## src/rtl/design_sel_ctrl_pkg.sv

```systemverilog
// Shared types and sizes for the design-select sequencer and its Wishbone register block.
package design_sel_ctrl_pkg;

   localparam int unsigned NUM_DESIGNS = 16;
   localparam int unsigned ID_W        = 4;
   localparam int unsigned CNT_W       = 8;
   localparam int unsigned SWC_W       = 16;
   localparam int unsigned WB_DW       = 32;
   localparam int unsigned WB_AW       = 32;

   typedef enum logic [2:0] {
      ST_IDLE   = 3'd0,
      ST_HOLD   = 3'd1,
      ST_SETUP  = 3'd2,
      ST_CLKHI  = 3'd3,
      ST_CLKLO  = 3'd4,
      ST_SETTLE = 3'd5
   } state_t;

   // CTRL readback layout
   typedef struct packed {
      logic [18:0]     rsvd_hi;
      logic            cur_valid;
      logic            pending;
      logic            busy;
      logic [1:0]      rsvd_lo;
      logic [ID_W-1:0] req_id;
      logic [ID_W-1:0] cur_id;
   } ctrl_rd_t;

endpackage

```

## src/rtl/design_sel_ctrl_wb_regs.sv

```systemverilog
// Wishbone slave for the design-select sequencer: decode, single-cycle ack, request latch, readback.
// DSEL_LA_OVERRIDE_EN adds a logic-analyzer request input that behaves like a CTRL write.
module design_sel_ctrl_wb_regs
   import design_sel_ctrl_pkg::*;
#(
   parameter logic [WB_AW-1:0] BASE_ADDR = 32'h3000_0000
) (
   input  logic             clk,
   input  logic             rst,
   input  logic             cyc,
   input  logic             stb,
   input  logic             we,
   input  logic [3:0]       sel,
   input  logic [WB_AW-1:0] adr,
   input  logic [WB_DW-1:0] wdat,
   output logic             ack,
   output logic [WB_DW-1:0] rdat,
   input  logic             take_c,
   input  logic             busy,
   input  logic             cur_valid,
   input  logic [ID_W-1:0]  cur_id,
   input  logic [SWC_W-1:0] switch_count,
   output logic [ID_W-1:0]  req_id,
   output logic             pending
`ifdef DSEL_LA_OVERRIDE_EN
   ,
   input  logic             la_sel_req,
   input  logic [ID_W-1:0]  la_sel_id
`endif
);

   logic             hit_c;
   logic             acc_c;
   logic             ctrl_wr_c;
   logic             req_wr_c;
   logic [ID_W-1:0]  req_dat_c;
   ctrl_rd_t         ctrl_c;
   logic [WB_DW-1:0] rd_c;
   logic             unused_c;

   assign hit_c     = cyc & stb & (adr[WB_AW-1:3] == BASE_ADDR[WB_AW-1:3]);
   // an ack cycle blocks acceptance so acks are never back-to-back
   assign acc_c     = hit_c & ~ack;
   assign ctrl_wr_c = acc_c & we & ~adr[2] & sel[0];
   assign unused_c  = ^{adr[1:0], wdat[WB_DW-1:ID_W], sel[3:1]};

`ifdef DSEL_LA_OVERRIDE_EN
   logic la_req_q;
   logic la_edge_c;

   assign la_edge_c = la_sel_req & ~la_req_q;

   always_ff @(posedge clk) begin
      if (rst) la_req_q <= 1'b0;
      else     la_req_q <= la_sel_req;
   end

   // Wishbone write wins over a coincident LA request
   always_comb begin
      req_wr_c  = ctrl_wr_c | la_edge_c;
      req_dat_c = ctrl_wr_c ? wdat[ID_W-1:0] : la_sel_id;
   end
`else
   always_comb begin
      req_wr_c  = ctrl_wr_c;
      req_dat_c = wdat[ID_W-1:0];
   end
`endif

   always_comb begin
      ctrl_c           = '0;
      ctrl_c.cur_valid = cur_valid;
      ctrl_c.pending   = pending;
      ctrl_c.busy      = busy;
      ctrl_c.req_id    = req_id;
      ctrl_c.cur_id    = cur_id;
      rd_c             = adr[2] ? {16'h0, switch_count} : WB_DW'(ctrl_c);
   end

   always_ff @(posedge clk) begin
      if (rst) begin
         ack     <= 1'b0;
         rdat    <= '0;
         req_id  <= '0;
         pending <= 1'b0;
      end else begin
         ack  <= acc_c;
         rdat <= (acc_c & ~we) ? rd_c : '0;
         // a new request in the same cycle the sequencer takes the old one stays pending
         if (req_wr_c) begin
            req_id  <= req_dat_c;
            pending <= 1'b1;
         end else if (take_c) begin
            pending <= 1'b0;
         end
      end
   end

endmodule

```

## src/rtl/design_sel_ctrl.sv

```systemverilog
// Sequencer driving top_design_mux sel_id/sel_clk with reset hold around every design switch.
// Optional build macro: DSEL_LA_OVERRIDE_EN (LA-side request inputs).
module design_sel_ctrl
   import design_sel_ctrl_pkg::*;
#(
   parameter logic [WB_AW-1:0] BASE_ADDR     = 32'h3000_0000,
   parameter int unsigned      HOLD_CYCLES   = 8,
   parameter int unsigned      CLK_HI_CYCLES = 4,
   parameter int unsigned      SETTLE_CYCLES = 16
) (
   input  logic                   wb_clk_i,
   input  logic                   wb_rst_i,
   input  logic                   wbs_cyc_i,
   input  logic                   wbs_stb_i,
   input  logic                   wbs_we_i,
   input  logic [3:0]             wbs_sel_i,
   input  logic [WB_AW-1:0]       wbs_adr_i,
   input  logic [WB_DW-1:0]       wbs_dat_i,
   output logic                   wbs_ack_o,
   output logic [WB_DW-1:0]       wbs_dat_o,
   output logic [ID_W-1:0]        sel_id,
   output logic                   sel_clk,
   output logic [NUM_DESIGNS-1:0] design_rst,
   output logic                   busy
`ifdef DSEL_LA_OVERRIDE_EN
   ,
   input  logic                   la_sel_req,
   input  logic [ID_W-1:0]        la_sel_id
`endif
);

   state_t                 state, state_d;
   logic [CNT_W-1:0]       cnt, cnt_d;
   logic [ID_W-1:0]        tgt, tgt_d;
   logic [ID_W-1:0]        cur_id, cur_id_d;
   logic                   cur_valid, cur_valid_d;
   logic [SWC_W-1:0]       switch_count, switch_count_d;
   logic [ID_W-1:0]        sel_id_d;
   logic                   sel_clk_d;
   logic [NUM_DESIGNS-1:0] design_rst_d;
   logic                   busy_d;
   logic                   take_c;
   logic [ID_W-1:0]        req_id;
   logic                   pending;

   design_sel_ctrl_wb_regs #(
      .BASE_ADDR (BASE_ADDR)
   ) u_regs (
      .clk          (wb_clk_i),
      .rst          (wb_rst_i),
      .cyc          (wbs_cyc_i),
      .stb          (wbs_stb_i),
      .we           (wbs_we_i),
      .sel          (wbs_sel_i),
      .adr          (wbs_adr_i),
      .wdat         (wbs_dat_i),
      .ack          (wbs_ack_o),
      .rdat         (wbs_dat_o),
      .take_c       (take_c),
      .busy         (busy),
      .cur_valid    (cur_valid),
      .cur_id       (cur_id),
      .switch_count (switch_count),
      .req_id       (req_id),
      .pending      (pending)
`ifdef DSEL_LA_OVERRIDE_EN
      ,
      .la_sel_req   (la_sel_req),
      .la_sel_id    (la_sel_id)
`endif
   );

   // sel_clk is reset low so the mux keeps its last latched design across a reset
   always_ff @(posedge wb_clk_i) begin
      if (wb_rst_i) begin
         state        <= ST_IDLE;
         cnt          <= '0;
         tgt          <= '1;
         cur_id       <= '1;
         cur_valid    <= 1'b0;
         switch_count <= '0;
         sel_id       <= '1;
         sel_clk      <= 1'b0;
         design_rst   <= '1;
         busy         <= 1'b0;
      end else begin
         state        <= state_d;
         cnt          <= cnt_d;
         tgt          <= tgt_d;
         cur_id       <= cur_id_d;
         cur_valid    <= cur_valid_d;
         switch_count <= switch_count_d;
         sel_id       <= sel_id_d;
         sel_clk      <= sel_clk_d;
         design_rst   <= design_rst_d;
         busy         <= busy_d;
      end
   end

   // next-state and registered-output logic; every active phase counts cnt down to zero
   always_comb begin
      state_d        = state;
      cnt_d          = (state == ST_IDLE) ? cnt : cnt - CNT_W'(1);
      tgt_d          = tgt;
      cur_id_d       = cur_id;
      cur_valid_d    = cur_valid;
      switch_count_d = switch_count;
      sel_id_d       = sel_id;
      sel_clk_d      = sel_clk;
      design_rst_d   = design_rst;
      busy_d         = busy;
      take_c         = 1'b0;

      case (state)
         ST_IDLE: begin
            if (pending) begin
               state_d      = ST_HOLD;
               take_c       = 1'b1;
               tgt_d        = req_id;
               design_rst_d = '1;
               busy_d       = 1'b1;
               cnt_d        = CNT_W'(HOLD_CYCLES - 1);
            end
         end
         ST_HOLD: begin
            if (cnt == '0) begin
               state_d  = ST_SETUP;
               sel_id_d = tgt;
               cnt_d    = CNT_W'(CLK_HI_CYCLES - 1);
            end
         end
         ST_SETUP: begin
            if (cnt == '0) begin
               state_d   = ST_CLKHI;
               sel_clk_d = 1'b1;
               cnt_d     = CNT_W'(CLK_HI_CYCLES - 1);
            end
         end
         ST_CLKHI: begin
            if (cnt == '0) begin
               state_d   = ST_CLKLO;
               sel_clk_d = 1'b0;
               cnt_d     = CNT_W'(CLK_HI_CYCLES - 1);
            end
         end
         ST_CLKLO: begin
            if (cnt == '0) begin
               state_d = ST_SETTLE;
               cnt_d   = CNT_W'(SETTLE_CYCLES - 1);
            end
         end
         ST_SETTLE: begin
            if (cnt == '0) begin
               state_d        = ST_IDLE;
               cnt_d          = '0;
               cur_id_d       = tgt;
               cur_valid_d    = 1'b1;
               design_rst_d   = ~(NUM_DESIGNS'(1) << tgt);
               switch_count_d = switch_count + SWC_W'(1);
               busy_d         = 1'b0;
            end
         end
         default: begin
            state_d = ST_IDLE;
            cnt_d   = '0;
         end
      endcase
   end

endmodule
```

## config.mk

```make
export PLATFORM = sky130hd
export DESIGN_NAME = design_sel_ctrl
export DESIGN_NICKNAME = d
export VERILOG_FILES = /design/src/rtl/design_sel_ctrl_pkg.sv /design/src/rtl/design_sel_ctrl_wb_regs.sv /design/src/rtl/design_sel_ctrl.sv
export SDC_FILE = /design/constraint.sdc
export NUM_CORES = 1
export LEC_CHECK = 0
export CAP_MARGIN = 20
export CORE_ASPECT_RATIO = 2
export CORE_MARGIN = 3
export CORE_UTILIZATION = 42
export DETAILED_ROUTE_END_ITERATION = 8
export GPL_ROUTABILITY_DRIVEN = 0
export HOLD_SLACK_MARGIN = 0.12
export PLACE_DENSITY = 0.73
export REMOVE_ABC_BUFFERS = 1
export SKIP_LAST_GASP = 1
export SLEW_MARGIN = 25
export SYNTH_ARGS = -nofsm -noshare
export SYNTH_HDL_FRONTEND = slang
export SYNTH_SLANG_ARGS = --single-unit
```

## constraint.sdc

```tcl
create_clock -name wb_clk_i -period 3.58 [get_ports wb_clk_i]
set_input_delay 0.537 -clock wb_clk_i [delete_from_list [all_inputs] [get_ports wb_clk_i]]
set_output_delay 0.537 -clock wb_clk_i [all_outputs]
set_load 0.03 [all_outputs]
```

Word-level counts from Yosys, hierarchy flattened
Cells that the tools add are included.
{"block": "word_totals", "output_inout_bits": 55, "reg_bits": 96, "in_bits": 73}
{"block": "classes", "addsub": 2, "n_eq_ne": 12, "bitwise": 12, "n_shift": 1, "mux": 26, "n_reduce_logical": 14}
{"cell": "2-to-1 mux 8 bit", "n": 5}
{"cell": "2-to-1 mux 16 bit", "n": 2}
{"cell": "one-hot mux 16 bit (2 select lines)", "n": 1}
{"cell": "one-hot mux 8 bit (4 select lines)", "n": 1}
{"cell": "== test 29 x 27 -> 1 bit, second input constant", "n": 1}
{"cell": "2-to-1 mux 3 bit", "n": 6}
{"cell": "one-hot mux 3 bit (6 select lines)", "n": 1}
{"cell": "adder 16 x 1 -> 16 bit, second input constant", "n": 1}
{"cell": "inverter 16 bit", "n": 1}
{"cell": "<< shifter 1 x 4 -> 16 bit, first input constant", "n": 1}
{"cell": "2-to-1 mux 13 bit", "n": 1}
{"cell": "!= test 2 bit, second input constant", "n": 5}
{"cell": "zero test 8 bit", "n": 1}
{"cell": "subtractor 8 x 1 -> 8 bit, second input constant", "n": 1}
{"cell": "bitwise AND 1 bit", "n": 7}
{"cell": "2-to-1 mux 1 bit", "n": 7}
{"cell": "== test 3 x 2 -> 1 bit, second input constant", "n": 2}
{"cell": "== test 3 bit, second input constant", "n": 2}
{"cell": "AND reduction 2 bit", "n": 3}
{"cell": "AND reduction 3 bit", "n": 2}
{"cell": "AND reduction 6 bit", "n": 1}
{"cell": "nonzero test 2 bit", "n": 3}
{"cell": "OR reduction 3 bit", "n": 2}
{"cell": "inverter 1 bit", "n": 4}
{"cell": "other kinds (5)", "n": 6}

Longest topological paths before layout
Gate-level depths: netlist of run 1.
{"block": "depth", "depth_word": 7, "ltp_mapped": 8, "depth_no_buf": 6}

Cells and area by module
Synthesis of run 1 repeated with hierarchy kept, for this count alone.
{"block": "hier_totals", "hier_cells": 423, "hier_area_um2": 3823.7}
{"mod": "design_sel_ctrl", "instances": 1, "cells_per_inst": 324, "area_per_inst_um2": 2707.6, "seq_area_each_um2": 1161.1}
{"mod": "design_sel_ctrl_wb_regs", "instances": 1, "cells_per_inst": 99, "area_per_inst_um2": 1116.1, "seq_area_each_um2": 440.4}

Worst setup path before layout of run 1
OpenSTA, ideal clock, no wires.
{"block": "synth_timing", "kind": "register -> register", "from": "register cnt[0]", "to": "register switch_count[10]", "synth_period_minus_slack_ns": 2.063, "arrival_ns": 1.992, "path_stages_with_launch": 8, "setup_slack_ns": 1.517, "setup_ns": 0.070, "path_cell_list": "dfxtp_1 -> inv_1 -> ha_1 -> or3b_2 -> or3_1 -> buf_2 -> or4_1 -> a21oi_1"}
{"block": "synth_via", "elab_chain_cells": 2}
{"element": "start: declaration", "line_no": "design_sel_ctrl.sv:33", "source": "logic [CNT_W-1:0] cnt, cnt_d;"}
{"element": "start signal: assignment", "line_no": "design_sel_ctrl.sv:88", "source": "cnt <= cnt_d;"}
{"element": "zero test 8 bit", "line_no": "design_sel_ctrl.sv:153", "source": "if (cnt == '0) begin"}
{"element": "AND reduction 2 bit (no source line)"}
{"element": "end signal: assignment", "line_no": "design_sel_ctrl.sv:92", "source": "switch_count <= switch_count_d;"}
{"element": "end: declaration", "line_no": "design_sel_ctrl.sv:37", "source": "logic [SWC_W-1:0] switch_count, switch_count_d;"}
No other way between the ends.
A chain may end at the register's enable or synchronous reset.

Final worst setup path of run 1
{"block": "layout_timing", "from": "register cnt[0]", "to": "register switch_count[6]"}
Same word-level chain as after synthesis.

==> summary.md, run 1 <==
| Metric | Value |
|---|---|
| Status | finished, final reports clean |
| Inserted Clock Buffers | 9 |
| Crit-path max FO | 11 |
| Final instance area | 4780 um^2 |
| Top Ports | 128 |
| Worst path slowest cell | nor3b_1 |
| Switching share of power | 27.4% |
| CTS Hold Bufs | 0 |
| Synth area leaders | dfxtp_1 44%, mux2i_1 5.2%, nor2_1 4.5%, nand2_1 3.7%, a21oi_1 3.5% |
| Worst Min Path Start | cur_valid |
| Std cell rows | 47 |
| Layout area overhead | 30.0% |
| Post-CTS Setup Bufs | 0 |
| Number of global-route vias before repair | 3,336 |
| Grt ovf | 0 |
| WS Path Type | flip-flop to flip-flop |
| Sink Count | 80 |
| Hold Violations, Final | 0 |
| Startpoint Class | flip-flop |
| Worst-path clk slew | 60 ps |
| Setup Viol. Count Final | 0 |
| Synth top area share | 43.5% |
| Initial antenna violation count | 0 |
| Layout cells sized above 1 | 7.09% |
| Post-synth top cells | 80 x dfxtp_1, 44 x nor2_1, 36 x nand2_1, 26 x a21oi_1, 25 x o21ai_0 |
| Gates resized, CTS repair | 0 |
| Fillcell total | 745 |
| Prevailing post-synth register cell | dfxtp_1 |
| Die Area | 9990 um^2 |
| Most frequent cell after synthesis | dfxtp_1 |
| Slew Limit Fails | 0 |
| Yosys warns | 0 |
| Worst setup path start | cnt[0] |
| F_max | 357 MHz |
| Register share of total power | 42.0% |
| DRC Markers | 0 |
| Int Power | 1.61 mW |
| Cell count after synthesis | 437 |
| Die Span Y | 138 um |
| Clock Path Buffers | 2 |
| Count of inserted antenna diode cells | 0 |
| PortBufs | 78 |
| Clk pwr share | 42.1% |
| Skew-Pair Late Insertion Delay | 340 ps |
| Post-synth EDFFs | 0 |
| Hold Crit Class | flip-flop to flip-flop |
| Static Leak | 1.75 nW |
| Vias | 3,351 |
| Setup TNS | 0 ps |
| Dpl hpwl | 7070 um |
| Htree depth | 3 |
| P per Cell Area | 463 nW/um^2 |
| First-pass GRT wire length | 16,100 um |
| RSZ-0062 raised after global routing | false |
| Sw Pwr | 0.606 mW |
| Starting Density | 43.8% |
| Register area share after synthesis | 43.5% |
| Routed wire length | 9640 um |
| Router iterations before antenna repair | 4 |
| Combinational share of power | 15.8% |
| Routed len/inst | 15.9 um |
| Final period utilization | 78.3% |
| Slew HR | 38.6% |
| Via/cell ratio | 5.53 |
| Yosys cell types | 56 |
| Cell taking the most area after synthesis | dfxtp_1 |
| Hold Slack | 445 ps |
| Post-Syn Area per Cell | 8.42 um^2 |
| Register area | 1600 um^2 |
| Clock Tree Root | clkbuf_16 |
| Pin count of the biggest net entering global routing | 38 |
| Max incr delay on CP | 750 ps |
| Max-cap viol count | 0 |
| WP data arrival | 3080 ps |
| CP Capture Type | flip-flop |
| CTS tree | built |
| Skew final | 9.18 ps |
| Fraction of registers with async set/reset | 0% |
| Nets@finish | 579 |
| Die X | 72.2 um |
| Crit-path cells | inv_1 -> ha_1 -> nor3b_1 -> buf_4 -> nand3_1 -> or4_1 -> a21oi_1 |
| Least-Margin Pin Slew | 919 ps |
| Final ANT Viol Nets | 0 |
| R2r startpoint | cnt[0] |
| Worst VDD drop | 294 uV |
| Post-DP Area | 4470 um^2 |
| Final min period | 2800 ps |
| Placeable Area | 8410 um^2 |
| Initial DRC Count | 206 |
| Seq cells post-synth | 80 |
| Total track usage | 20.4% |
| Area of the multi-input gates | 1860 um^2 |
| Required time of the critical path | 3860 ps |
| Synthesized area | 3680 um^2 |
-- critical path: cells and delay by family, from the launching register on --
family	cells	cell delay (ps)
AND/OR/NAND/NOR	3	1710
buffers and inverters	2	370
flip-flops	1	340
adder cells (fa/ha/maj)	1	160
AO/OA/AOI/OAI	1	150
-- per-layer routing --
metal	global-route usage, %	share of wire, %
met4	10.7	3.2
met1	21.1	37
met5	0	0
met2	36.7	56
met3	4.72	3.7
-- sequential cells by signal, indices dropped and copies added, names as in the netlist, 3 cells and up --
signal	count
sel_id	4
u_regs.rdat	16
state	3
design_rst	16
cnt	8
u_regs.req_id	4
switch_count	16
cur_id	4
tgt	4
-- power by group through the flow --
stage / sequential, mW / clock [mW] / combinational (mW)
after floorplan: 0.946 / 0 / 0.205
after global placement: 0.948 / 0 / 0.334
after detailed placement: 0.949 / 0 / 0.345
after CTS: 0.930 / 0.949 / 0.347
after global routing: 0.933 / 0.987 / 0.384
final: 0.931 / 0.933 / 0.351
-- path summary, 6_finish.rpt --
| path | cells past startpoint | slack, ps | end |
|---|---|---|---|
| max | 7 | 780 | switch_count[6] |
| max reg2reg | 7 | 780 | switch_count[6] |
| min reg2reg | 2 | 440 | cur_valid |
| min | 2 | 440 | cur_valid |
-- cell type report --
| class | instances | share of cell area (%) |
|---|---|---|
| clock buffer | 10 | 4.99 |
| timing repair buffer | 88 | 17.9 |
| sequential | 80 | 33.5 |
| clock inverter | 6 | 1.44 |
| inverter | 9 | 0.706 |
| tap | 98 | 2.56 |
| multi-input combinational | 315 | 38.9 |
-- cells by family (layout without fill, tap and decap cells) --
kind of cell	Yosys count	in the layout	synth area share (%)
multiplexers	21	21	5.78
XOR/XNOR	4	4	0.952
buffers and inverters	57	113	7.62
flip-flops	80	80	43.5
AO/OA/AOI/OAI	87	87	14.5
other	1	16	0.102
AND/OR/NAND/NOR	184	184	26.5
adder cells (fa/ha/maj)	3	3	1.02
-- stage by stage --
step / utilization [%] / total power [mW] / worst slack, ps / instances
3_3_place_gp: 53.1 / 1.28 / 920 / 590
6_report: 56.9 / 2.22 / 777 / 606
2_1_floorplan: - / 1.15 / 828 / 404
3_5_place_dp: 53.1 / 1.29 / 830 / 590
5_1_grt: 56.9 / 2.30 / 480 / 606
4_1_cts: 56.8 / 2.22 / 777 / 606
-- placed cells by master (no fill, tap or decap), drive strengths merged, types with 8 or more instances in the layout --
cell type and instances:
clkbuf 10, nand3 16, or4 10, o31ai 11, or3 8, dfxtp 80
buf 10, mux2i 19, conb 16, o21ai 28, a21oi 26, clkdlybuf4s50 78
nor2 44, nand2 36, nor3 14, nor4 16, inv 9
Power figures use the tool's default switching activity.
==> run 2: changes to the inputs <==
- CORE_UTILIZATION: 42 -> 41
- PLACE_DENSITY: 0.73 -> 0.75
- clock period: 3.58 -> 2.3 ns (I/O delays scaled with it)
==> run 2 against run 1 <==
  * Clock-buffer cell count increased by 2
  * Sequential power increased by 53%
  * Combinational power increased by 81%
  * Maximum frequency increased by 28%
  * Clock power increased by 68%
  * Worst hold slack improved by 7.4 ps
  * Flip-flop and latch count unchanged
  * Clock skew decreased by 4.5 ps
  * Sequential share of layout area decreased by 1.1 points
  * Core utilization decreased by 0.13 points
  * First-iteration DRC count increased by 32%
  * Largest cell class unchanged
==> summary.md, run 2 (synthesis gave the netlist of run 1 again) <==
| Metric | Value |
|---|---|
| Final setup margin | 118 ps (was 777 ps) |
| Initial DRC Count | 271 (was 206) |
| Nets@finish | 595 (was 579) |
| Pre-CTS setup slack | -23.5 ps (was 830 ps) |
| Hold Crit Class | flip-flop to flip-flop (unchanged) |
| Slew HR | 55.7% (was 38.6%) |
| R2r startpoint | state[2] (was cnt[0]) |
| Skew final | 4.72 ps (was 9.18 ps) |
| Max-cap viol count | 0 (unchanged) |
| Post-DP Area | 4590 um^2 (was 4470 um^2) |
| Grt ovf | 0 (unchanged) |
| CP Capture Type | flip-flop (unchanged) |
| PortBufs | 78 (unchanged) |
| Std cell rows | 48 (was 47) |
| RSZ-0062 raised after global routing | false (unchanged) |
| Worst R2R Setup Slack | 120 ps (was 780 ps) |
| DRC Markers | 0 (unchanged) |
| WP data arrival | 2450 ps (was 3080 ps) |
| Gates resized, CTS repair | 1 (was 0) |
| Startpoint Class | flip-flop (unchanged) |
| Via/cell ratio | 5.70 (was 5.53) |
| Final min period | 2180 ps (was 2800 ps) |
| Final ANT Viol Nets | 0 (unchanged) |
| Routed len/inst | 16.5 um (was 15.9 um) |
| Least-Margin Pin Slew | 665 ps (was 919 ps) |
| R2R cell count | 5 (was 7) |
| Placeable Area | 8710 um^2 (was 8410 um^2) |
| Clock Tree Root | clkbuf_16 (unchanged) |
| Router iterations before antenna repair | 6 (was 4) |
| Die Span Y | 140 um (was 138 um) |
| Htree depth | 3 (unchanged) |
| Total power | 3.63 mW (was 2.22 mW) |
| Final instance area | 4940 um^2 (was 4780 um^2) |
| Crit-path cells | nand3b_1 -> or3_1 -> buf_4 -> or4_1 -> a21oi_1 (was inv_1 -> ha_1 -> nor3b_1 -> buf_4 -> nand3_1 -> or4_1 -> a21oi_1) |
| Skew-Pair Late Insertion Delay | 340 ps (about the same) |
| Dpl hpwl | 7690 um (was 7070 um) |
| Max incr delay on CP | 510 ps (was 750 ps) |
| Setup Viol. Count Final | 0 (unchanged) |
| Vias | 3,554 (was 3,351) |
| Slew Limit Fails | 0 (unchanged) |
| Worst VDD drop | 434 uV (was 294 uV) |
| Worst path slowest cell | or4_1 (was nor3b_1) |
| Static Leak | 1.84 nW (was 1.75 nW) |
| Starting Density | 42.3% (was 43.8%) |
| CTS Hold Bufs | 0 (unchanged) |
| Regs by FF count | design_rst: 16 flops, switch_count: 16 flops, u_regs.rdat: 16 flops (unchanged) |
| Pin count of the biggest net entering global routing | 38 (unchanged) |
| Commonest non-fill, non-tap cell in the layout | dfxtp_1 (unchanged) |
| F_max | 458 MHz (was 357 MHz) |
| WS Path Type | flip-flop to flip-flop (unchanged) |
| Sink Count | 80 (unchanged) |
| Reg2reg end | switch_count[13] (was switch_count[6]) |
| Initial antenna violation count | 0 (unchanged) |
| Die Area | 10,200 um^2 (was 9990 um^2) |
| Routed wire length | 10,300 um (was 9640 um) |
| Required time of the critical path | 2560 ps (was 3860 ps) |
| Top Ports | 128 (unchanged) |
| Endpoint, Worst Hold | cur_valid (unchanged) |
| Clock Path Buffers | 2 (unchanged) |
| Die X | 73.0 um (was 72.2 um) |
| Worst Hold Depth | 2 (unchanged) |
| First-pass GRT wire length | 16,500 um (was 16,100 um) |
| CTS tree | built (unchanged) |
| Layout area overhead | 34.3% (was 30.0%) |
| Layout cells sized above 1 | 10.1% (was 7.09%) |
| Number of global-route vias before repair | 3,455 (was 3,336) |
| Crit-path max FO | 9 (was 11) |
| Worst-path clk slew | 60 ps (about the same) |
| Post-CTS Setup Bufs | 0 (unchanged) |
| Inserted Clock Buffers | 9 (unchanged) |
| Hold Violations, Final | 0 (unchanged) |
| Total track usage | 20.6% (was 20.4%) |
| Hold Slack | 452 ps (was 445 ps) |
| P per Cell Area | 734 nW/um^2 (was 463 nW/um^2) |
| Worst Min Path Start | cur_valid (unchanged) |
| Most frequent cells in the layout | 80 x dfxtp_1, 78 x clkdlybuf4s50_1, 44 x nor2_1 (unchanged) |
| Count of inserted antenna diode cells | 0 (unchanged) |
| Status | finished, final reports clean (unchanged) |
| Final period utilization | 94.9% (was 78.3%) |
## run 2: report_power, final
group	leakage [nW]	switching [mW]	internal, mW	total [mW]
Sequential	0.645	0.0170	1.41	1.42
Combinational	1.04	0.375	0.261	0.636
Clock	0.159	0.559	1.01	1.57
## run 2: layout make-up
cell class,instances,area (um^2)
multi-input cells,315,1870
clock inverters,4,76.3
fillers,748,3760
clock buffers,12,256
well taps,100,125
flip-flops and latches,80,1600
inverters,9,33.8
repair buffers,104,976
## run 2: routing by layer
layer  global-route usage (%)  vias to the layer above  share of wire, %
met5                        0                        -                 0
met4                     12.4                        0               3.4
met3                     3.66                       28               3.3
met2                     39.1                      100                59
met1                     19.1                     1719                35
li1                         -                     1707                 -
## run 2: critical path: cells and delay by family, from the launching register on
family / cells / cell delay (ps)
compound gates: 1 / 180
flops: 1 / 490
buf+inv: 1 / 190
simple gates: 3 / 1250
## run 2: worst max-delay path by stage
stage | endpoint | slack, ps | from | cells past startpoint
final | switch_count[13] | 120 | state[2] | 5
after global routing | switch_count[15] | 30 | cnt[0] | 7
after CTS | switch_count[8] | 60 | cnt[0] | 6
after detailed placement | design_rst[7] | -20 | cnt[0] | 6
after global placement | design_rst[3] | 30 | cnt[0] | 6
after floorplan | switch_count[6] | -450 | cnt[3] | 4
## run 2: per-stage QoR
| step | setup TNS [ps] | cells | utilization (%) |
|---|---|---|---|
| global placement | 0 | 608 | 52.7 |
| finish | 0 | 624 | 56.8 |
| CTS | 0 | 624 | 56.6 |
| global route | 0 | 624 | 56.8 |
| detailed placement | -73.1 | 608 | 52.7 |
| floorplan | -7790 | 404 | - |
